--- config.mk ---
export PLATFORM = sky130hd
export DESIGN_NAME = bubble_sort_ctrl
export DESIGN_NICKNAME = d
export VERILOG_FILES = /design/src/rtl/bubble_sort_pkg.sv /design/src/rtl/bubble_sort_ctrl_dp_comp.sv /design/src/rtl/bubble_sort_ctrl.sv
export SDC_FILE = /design/constraint.sdc
export NUM_CORES = 1
export LEC_CHECK = 0
export CAP_MARGIN = 30
export CORE_MARGIN = 8
export CORE_UTILIZATION = 60
export CTS_BUF_LIST = sky130_fd_sc_hd__clkbuf_4
export DETAILED_ROUTE_END_ITERATION = 7
export MAX_ROUTING_LAYER = met4
export PLACE_DENSITY = 0.81
export SYNTH_ARGS = -nofsm -noshare
export SYNTH_HDL_FRONTEND = slang
export SYNTH_SLANG_ARGS = --single-unit
--- constraint.sdc ---
create_clock -name clk -period 8.8 [get_ports clk]
set_input_delay 2.2 -clock clk [delete_from_list [all_inputs] [get_ports clk]]
set_output_delay 2.2 -clock clk [all_outputs]
set_load 0.005 [all_outputs]
--- src/rtl/bubble_sort_pkg.sv ---
// Shared types and sizing helpers for the bubble-sort engine.
package bubble_sort_pkg;

    typedef enum logic [1:0] {
        LOAD   = 2'd0,
        SORT   = 2'd1,
        UNLOAD = 2'd2
    } state_e;

    localparam int DEF_DATAWIDTH = 8;
    localparam int DEF_DEPTH     = 8;

    // Enough bits to hold the worst-case swap total DEPTH*(DEPTH-1)/2.
    function automatic int swap_cnt_width(input int depth);
        return $clog2(depth * (depth - 1) / 2 + 1);
    endfunction

endpackage

--- src/rtl/bubble_sort_ctrl_dp_comp.sv ---
// Combinational unsigned magnitude comparator; exactly one of lt/gt/eq is high.
module dp_comp #(
    parameter int DATAWIDTH = 8
) (
    input  logic [DATAWIDTH-1:0] a,
    input  logic [DATAWIDTH-1:0] b,
    output logic                 lt,
    output logic                 gt,
    output logic                 eq
);

    assign lt = (a < b);
    assign gt = (a > b);
    assign eq = (a == b);

endmodule

--- src/rtl/bubble_sort_ctrl.sv ---
// Block bubble sorter: loads DEPTH words, sorts in place one compare per cycle,
// then streams the block out in ascending order.
//   state  | meaning
//   LOAD   | accepting input words into mem[idx]
//   SORT   | comparing mem[idx] / mem[idx+1], swapping on greater-than
//   UNLOAD | presenting mem[idx] on the output stream
module bubble_sort_ctrl
    import bubble_sort_pkg::*;
#(
    parameter int DATAWIDTH = DEF_DATAWIDTH,
    parameter int DEPTH     = DEF_DEPTH
) (
    input  logic                               clk,
    input  logic                               rst_n,
    input  logic                               in_valid,
    input  logic [DATAWIDTH-1:0]               in_data,
    output logic                               in_ready,
    output logic                               out_valid,
    output logic [DATAWIDTH-1:0]               out_data,
    input  logic                               out_ready,
    output logic                               busy,
    output logic                               sort_done,
    output logic [swap_cnt_width(DEPTH)-1:0]   swap_count
);

    localparam int IW  = $clog2(DEPTH);
    localparam int SCW = swap_cnt_width(DEPTH);
    localparam logic [IW-1:0] LAST_IDX = IW'(DEPTH - 1);
    localparam logic [IW-1:0] PASS_MAX = IW'(DEPTH - 2);

    state_e                 state_q, state_d;
    logic [IW-1:0]          idx_q, idx_d;
    logic [IW-1:0]          pass_q, pass_d;
    logic                   swapped_q, swapped_d;
    logic [SCW-1:0]         swap_count_q, swap_count_d;
    logic [DATAWIDTH-1:0]   mem_q [DEPTH];
    logic [DATAWIDTH-1:0]   mem_d [DEPTH];

    logic [IW-1:0]          idx_p1;
    logic [IW-1:0]          last_idx;
    logic [DATAWIDTH-1:0]   cmp_a, cmp_b;
    logic                   cmp_lt, cmp_gt, cmp_eq;
    logic                   do_swap;
    logic                   swap_seen;

    assign idx_p1   = idx_q + 1'b1;
    assign last_idx = PASS_MAX - pass_q;
    assign cmp_a    = mem_q[idx_q];
    assign cmp_b    = mem_q[idx_p1];

    dp_comp #(
        .DATAWIDTH(DATAWIDTH)
    ) u_comp (
        .a  (cmp_a),
        .b  (cmp_b),
        .lt (cmp_lt),
        .gt (cmp_gt),
        .eq (cmp_eq)
    );

    // Equal keys must never move, which keeps the sort stable.
    assign do_swap = cmp_gt & ~cmp_lt & ~cmp_eq;

    always_comb begin
        state_d      = state_q;
        idx_d        = idx_q;
        pass_d       = pass_q;
        swapped_d    = swapped_q;
        swap_count_d = swap_count_q;
        mem_d        = mem_q;
        sort_done    = 1'b0;
        swap_seen    = 1'b0;

        case (state_q)
            LOAD: begin
                if (in_valid) begin
                    mem_d[idx_q] = in_data;
                    if (idx_q == '0) begin
                        swap_count_d = '0;
                    end
                    if (idx_q == LAST_IDX) begin
                        state_d   = SORT;
                        idx_d     = '0;
                        pass_d    = '0;
                        swapped_d = 1'b0;
                    end else begin
                        idx_d = idx_p1;
                    end
                end
            end

            SORT: begin
                if (do_swap) begin
                    mem_d[idx_q]  = cmp_b;
                    mem_d[idx_p1] = cmp_a;
                    swap_count_d  = swap_count_q + 1'b1;
                end
                swap_seen = swapped_q | do_swap;
                if (idx_q == last_idx) begin
                    // A clean pass or the final pass ends the sort without a bubble cycle.
                    if (!swap_seen || (pass_q == PASS_MAX)) begin
                        state_d   = UNLOAD;
                        idx_d     = '0;
                        sort_done = 1'b1;
                    end else begin
                        pass_d    = pass_q + 1'b1;
                        idx_d     = '0;
                        swapped_d = 1'b0;
                    end
                end else begin
                    idx_d     = idx_p1;
                    swapped_d = swap_seen;
                end
            end

            UNLOAD: begin
                if (out_ready) begin
                    if (idx_q == LAST_IDX) begin
                        state_d = LOAD;
                        idx_d   = '0;
                    end else begin
                        idx_d = idx_p1;
                    end
                end
            end

            default: begin
                state_d = LOAD;
                idx_d   = '0;
            end
        endcase
    end

    always_ff @(posedge clk) begin
        if (!rst_n) begin
            state_q      <= LOAD;
            idx_q        <= '0;
            pass_q       <= '0;
            swapped_q    <= 1'b0;
            swap_count_q <= '0;
            mem_q        <= '{default: '0};
        end else begin
            state_q      <= state_d;
            idx_q        <= idx_d;
            pass_q       <= pass_d;
            swapped_q    <= swapped_d;
            swap_count_q <= swap_count_d;
            mem_q        <= mem_d;
        end
    end

    assign in_ready   = (state_q == LOAD);
    assign out_valid  = (state_q == UNLOAD);
    assign busy       = (state_q == SORT);
    assign out_data   = (state_q == UNLOAD) ? mem_q[idx_q] : '0;
    assign swap_count = swap_count_q;

endmodule

Word-level counts from Yosys, hierarchy flattened
Index checks and enable logic that the tools add are counted.
{ "word_totals": {"regBits": 78, "inputBits": 12, "out_inout_bits": 17, "wordCells": 105} }
{ "classes": {"n_addsub": 4, "n_lt_le_gt_ge": 6, "eq_ne": 16, "n_mux": 46, "bitwise_logic": 7, "n_reduce_logical": 13} }
{ "op_table": {"columns": ["operator", "count"], "rows": [
  ["$bwmux 64", 3],
  ["$mux 64", 2],
  ["$pmux 64 s2", 1],
  ["$mux 8", 7],
  ["$bmux 8 s3", 2],
  ["$demux 8 s3", 2],
  ["$mux 3", 8],
  ["$mux 5", 3],
  ["$ne 2x1->1 const B", 7],
  ["$mux 2", 6],
  ["$pmux 5 s2", 1],
  ["$pmux 3 s3", 1],
  ["$eq 8x8->1", 1],
  ["$ge 4x4->1 const B", 2],
  ["$gt 8x8->1", 1],
  ["$lt 4x1->1 const B", 2],
  ["$lt 8x8->1", 1],
  ["$not 3->4", 2],
  ["$reduce_and 4->1", 2],
  ["$mux 1", 7],
  ["$add 3x1->3 const B", 2],
  ["$eq 3x3->1 const B", 2],
  ["$pmux 2 s3", 1],
  ["$pmux 3 s2", 1],
  ["other kinds (21)", 25]
]} }

Logic depth before layout (Yosys ltp)
{ "depth": {"word_depth": 15, "depth_mapped": 18, "mapped_depth_nobuf": 13} }

Hierarchy
A second synthesis with hierarchy kept.
{ "unflattened": {"hier_cells": 675, "hier_area_um2": 5724.2} }
{ "by_module_without_submodules": {"columns": ["mod", "n_inst", "cells_per_inst", "area_each_um2", "seq_area_each_um2"], "rows": [
  ["bubble_sort_ctrl", 1, 646, 5499.0, 1561.5],
  ["dp_comp", 1, 29, 225.2, 0.0]
]} }

Worst setup path before layout
OpenSTA, ideal clock, no wires.
{ "synth_path": {"path_kind": "register to output", "from": "register idx_q[0]", "to": "output sort_done", "arrival_ns": 3.060, "required_ns": 6.600, "slack_ns": 3.540, "path_stages_with_launch": 15, "path_buffers": 3, "cell_sequence": "dfxtp_1 inv_1 buf_2 ha_1 buf_6 buf_2 nor4b_1 a41oi_1 o211a_1 ha_1 a21oi_1 o21ai_0 or3_1 o21ai_0 and2_1"} }
{ "synth_between": {"elab_chain_len": 15, "elab_cells_between_ends": 23, "cone_classes": "1 x add/sub; 2 x order compare; 2 x eq/ne; 9 x mux; 7 x bitwise; 2 x reduce/logical"} }
{ "synth_lines": {"columns": ["element", "line", "text"], "rows": [
  ["start: declaration", "bubble_sort_ctrl.sv:32", "logic [IW-1:0] idx_q, idx_d;"],
  ["start signal: assignment", "bubble_sort_ctrl.sv:144", "idx_q <= idx_d;"],
  ["$add 3x1->3", "bubble_sort_ctrl.sv:46", "assign idx_p1 = idx_q + 1'b1;"],
  ["$not 3->4 (implied by the code)", "bubble_sort_ctrl.sv:49", "assign cmp_b = mem_q[idx_p1];"],
  ["$bmux 8 s3", "bubble_sort_ctrl.sv:49", null],
  ["$mux 8 (implied by the code) (2 in a row)", "bubble_sort_ctrl.sv:49", null],
  ["$lt 8x8->1", "bubble_sort_ctrl_dp_comp.sv:12", "assign lt = (a < b);"],
  ["$not 1->1", "bubble_sort_ctrl.sv:62", "assign do_swap = cmp_gt & ~cmp_lt & ~cmp_eq;"],
  ["$and 1x1->1 (2 in a row)", "bubble_sort_ctrl.sv:62", null],
  ["$or 1x1->1", "bubble_sort_ctrl.sv:98", "swap_seen = swapped_q | do_swap;"],
  ["$logic_not 1->1", "bubble_sort_ctrl.sv:101", "if (!swap_seen || (pass_q == PASS_MAX)) begin"],
  ["$logic_or 1x1->1", "bubble_sort_ctrl.sv:101", null],
  ["$mux 1", "bubble_sort_ctrl.sv:101", null],
  ["$mux 1 *", "bubble_sort_ctrl.sv:99", "if (idx_q == last_idx) begin"],
  ["$mux 1 *", "bubble_sort_ctrl.sv:74", "case (state_q)"],
  ["end: declaration", "bubble_sort_ctrl.sv:22", "output logic sort_done,"]
]} }
Every way passes the cells marked *; elsewhere a longest branch is shown, timed or not. The select of a mux whose other input is x is not followed.

Final worst setup path
{ "layout_path": {"from": "register idx_q[1]", "to": "output sort_done"} }
Same word-level chain as after synthesis.

==> impl_metrics.py <==
metrics = {
    "clocking": {
        "worstSkewPairLatency_ns": 0.47,
        "clock-sinks": 78,
        "post_cts_buffers": 0,
        "cts_tree": "yes",
        "cts.root.buffer_cell": "clkbuf_4",
        "ctsHoldBuffers": 0,
        "cts_max_level": 3,
        "cts_made_buffers": 9,
        "clk_pin_slew_ns": 0.13,
        "cts_buffer_depth": 2,
        "cts_resized": 0,
    },
    "yosys": {
        "async_flop_share": 0,
        "seq_area_frac_synth": 0.274,
        "synth_top_area_share": 0.274,
        "avgSynthCellArea_um2": 8.52,
        "syn-num-nets": 696,
        "ys_top_cells_by_area": "dfxtp_1 27%, nor2_1 4.4%, a21oi_1 4.3%",
        "syn_inst": 669,
        "synth_seq_cells": 78,
        "ys_types": 79,
        "synth_top_flop_cell": "dfxtp_1",
        "yosysWarnings": 0,
        "synth_edf_count": 0,
        "synth_largest_area_cell": "dfxtp_1",
        "syn-cell-area_mm2": 0.00570,
    },
    "global_route": {
        "grt_pass1_vias": 5124,
        "grt_antenna_before_repair": 0,
        "grt_use_total": 0.299,
        "grt_max_degree": 53,
        "grt_first_pass_wirelength_mm": 29.2,
        "grt_overflow": 0,
    },
    "hold_path": {
        "hold_path_class": "register to register",
    },
    "worst_setup_path": {
        "r2r_end": "mem_q[56]$_SDFFE_PN0P_",
        "worstPathMaxFanout": 32,
        "r2r_cells": 13,
        "cp.required_ns": 6.60,
        "crit_type": "register to output port",
        "timing.rr.start": "idx_q[1]$_SDFFE_PN0P_",
        "crit_end": "sort_done",
        "worst_ep_arrival_time_ns": 5.34,
        "ff2ff_setup_slack_ns": 3.34,
        "worst_setup_path_end_kind": "output port",
        "critPathLaunchType": "register",
        "startpoint": "idx_q[1]$_SDFFE_PN0P_",
    },
    "timing": {
        "tightest_slew_ns": 1.09,
        "setup_viol": 0,
        "setup_tns_ns": 0,
        "clock_skew_ns": 0.0279,
        "slew_viol_final": 0,
        "slew_headroom": 0.272,
        "period_minus_slack_ns": 7.54,
        "fin_crit_sh": 0.857,
        "grt_setup_unrepaired": "no",
        "fmax_mhz": 133,
        "hold_violations": 0,
    },
    "die": {
        "die_w_um": 113,
        "std_cell_rows": 35,
        "die_area_mm2": 0.0129,
        "start_util": 0.617,
        "placeableCoreArea_mm2": 0.00924,
        "io_pins": 29,
        "dieHeight_um": 113,
    },
    "cells_and_area": {
        "regArea_mm2": 0.00156,
        "drive_gt1_frac": 0.141,
        "num-nets-final": 695,
        "areaGrowthSynthToFinish_pct": 6.14,
        "fin_area_mm2": 0.00605,
        "multi_input_area_mm2": 0.00371,
        "n_fill_cell": 788,
    },
    "route": {
        "drc": 0,
        "vias": 5554,
        "drt-wirelength-per-cell_um": 23.5,
        "dr.pass1.iters": 7,
        "drt_iter0_markers": 659,
        "wirelength_mm": 18.9,
        "drtAntennaViolNets": 0,
        "vias_per_cell": 6.92,
    },
    "place": {
        "dp.final_hpwl_mm": 13.1,
        "place.gp.congestion": 1.02,
        "numPortBuffers": 28,
        "dpl_cell_area_mm2": 0.00592,
    },
    "flow_run": {
        "max_cap_violations": 0,
    },
    "power_and_ir_drop": {
        "p_leak_nw": 2.19,
        "power.total_mw": 0.792,
        "vdd_drop_max_mv": 0.0736,
        "power_density_mw_per_mm2": 131,
    },
    "run_status": {
        "status": "complete, no violations",
    },
}
worst max-delay path, cell delays in order, from the launching register on:
cell,delay (ns)
dfxtp_1,0.33
buf_4,0.34
inv_1,0.20
ha_1,0.63
buf_4,0.41
mux4_2,0.55
mux2i_1,0.25
ha_1,0.32
a21oi_1,0.14
o21ai_0,0.22
or3_1,0.36
o21ai_0,0.38
and2_1,0.21
clkdlybuf4s50_1,0.50
metrics by stage:
step | utilization | hold slack [ns] | std cells | setup WS, ns
finish | 0.655 | 0.498 | 803 | 1.26
global route | 0.655 | 0.525 | 802 | 0.930
CTS | 0.655 | 0.499 | 802 | 1.36
detailed placement | 0.640 | 0.481 | 786 | 1.87
global placement | 0.639 | 0.465 | 785 | 2.00
floorplan | - | 0.450 | 669 | 3.54
worst min-delay path by stage:
stage | from | to | slack (ns) | depth (start not counted)
after global placement | swap_count[4]$_SDFFE_PN0P_ | swap_count[4]$_SDFFE_PN0P_ | 0.46 | 2
final | mem_q[14]$_SDFFE_PN0P_ | mem_q[14]$_SDFFE_PN0P_ | 0.50 | 2
after global routing | mem_q[18]$_SDFFE_PN0P_ | mem_q[18]$_SDFFE_PN0P_ | 0.52 | 2
after floorplan | mem_q[14]$_SDFFE_PN0P_ | mem_q[14]$_SDFFE_PN0P_ | 0.45 | 2
after CTS | mem_q[14]$_SDFFE_PN0P_ | mem_q[14]$_SDFFE_PN0P_ | 0.50 | 2
after detailed placement | mem_q[29]$_SDFFE_PN0P_ | mem_q[29]$_SDFFE_PN0P_ | 0.48 | 2
sequential cells by signal (all words and copies together) (netlist names):
name and flops:
idx_q 3, mem_q 64, pass_q 3, state_q 2, swap_count 5, swapped_q 1
cells in the mapped netlist, types with 6 or more instances:
master,n
a21oi_1,49
a221oi_1,12
a221oi_2,8
a22oi_1,13
and2_1,10
buf_2,23
buf_6,11
clkbuf_1,11
dfxtp_1,78
ha_1,15
inv_1,27
mux2_2,7
mux2i_1,23
mux4_2,7
nand2_1,59
nand2b_1,9
nand3_1,11
nor2_1,67
nor2b_1,11
nor3_1,17
o211a_1,6
o211ai_1,9
o21ai_0,31
o21ai_1,6
o21bai_1,11
o221a_2,20
o32ai_1,8
or3_1,6
layer usage:
metal  up-vias  share of wire  global-route usage
li1       2518              -                   -
met1      2625           0.41               0.384
met2       352           0.44               0.432
met3        59           0.10              0.0618
met4         0          0.044               0.157
met5         -              0                   -
logic make-up (layout without fill, tap and decap cells):
| family | Yosys count | count (layout) | synth area share |
|---|---|---|---|
| AOI/OAI and AO/OA | 237 | 237 | 0.339 |
| and+or+nand+nor | 216 | 216 | 0.184 |
| buffers and inverters | 79 | 83 | 0.0748 |
| DFF | 78 | 78 | 0.274 |
| muxes | 38 | 38 | 0.0838 |
| adders and majority gates | 15 | 15 | 0.0329 |
| xor gates and xnor gates | 6 | 6 | 0.0116 |
| other | 0 | 1 | 0 |
layout by cell type (no fill, tap or decap), types with 4 or more instances in the layout:
cell type	count
o221ai_1	4
nand3b_1	5
o32ai_1	8
nor2b_1	11
or3_1	6
nand2_1	59
o21bai_1	11
inv_1	27
o311a_1	4
o21ai_0	31
a211oi_1	4
a22oi_1	13
buf_4	11
clkdlybuf4s50_1	28
o221a_2	20
xor2_1	5
ha_1	15
mux2i_1	23
mux2_2	7
nand2b_1	9
and2_1	10
a221oi_2	8
nor2_1	67
o211ai_1	9
mux4_2	7
a21oi_1	49
a22o_1	4
o211a_1	6
dfxtp_1	77
nand3_1	11
clkbuf_4	9
a221oi_1	12
o22ai_2	4
o21ai_1	6
o221a_1	5
nor3_1	17
power breakdown:
| group | internal [mW] | switching (mW) | leakage (nW) |
|---|---|---|---|
| logic | 0.0681 | 0.124 | 1.48 |
| registers | 0.362 | 0.00831 | 0.632 |
| clock network | 0.0846 | 0.144 | 0.0731 |
| total | 0.515 | 0.277 | 2.19 |
cell type report:
cell class / count / area share
timing repair buffer: 40 / 0.0624
inverter: 27 / 0.0167
multi-input combinational: 512 / 0.614
tap: 129 / 0.0267
clock inverter: 7 / 0.0108
sequential: 78 / 0.258
antenna: 1 / 0.000413
clock buffer: 9 / 0.0112
No activity file was read; power rests on OpenSTA's default activity.
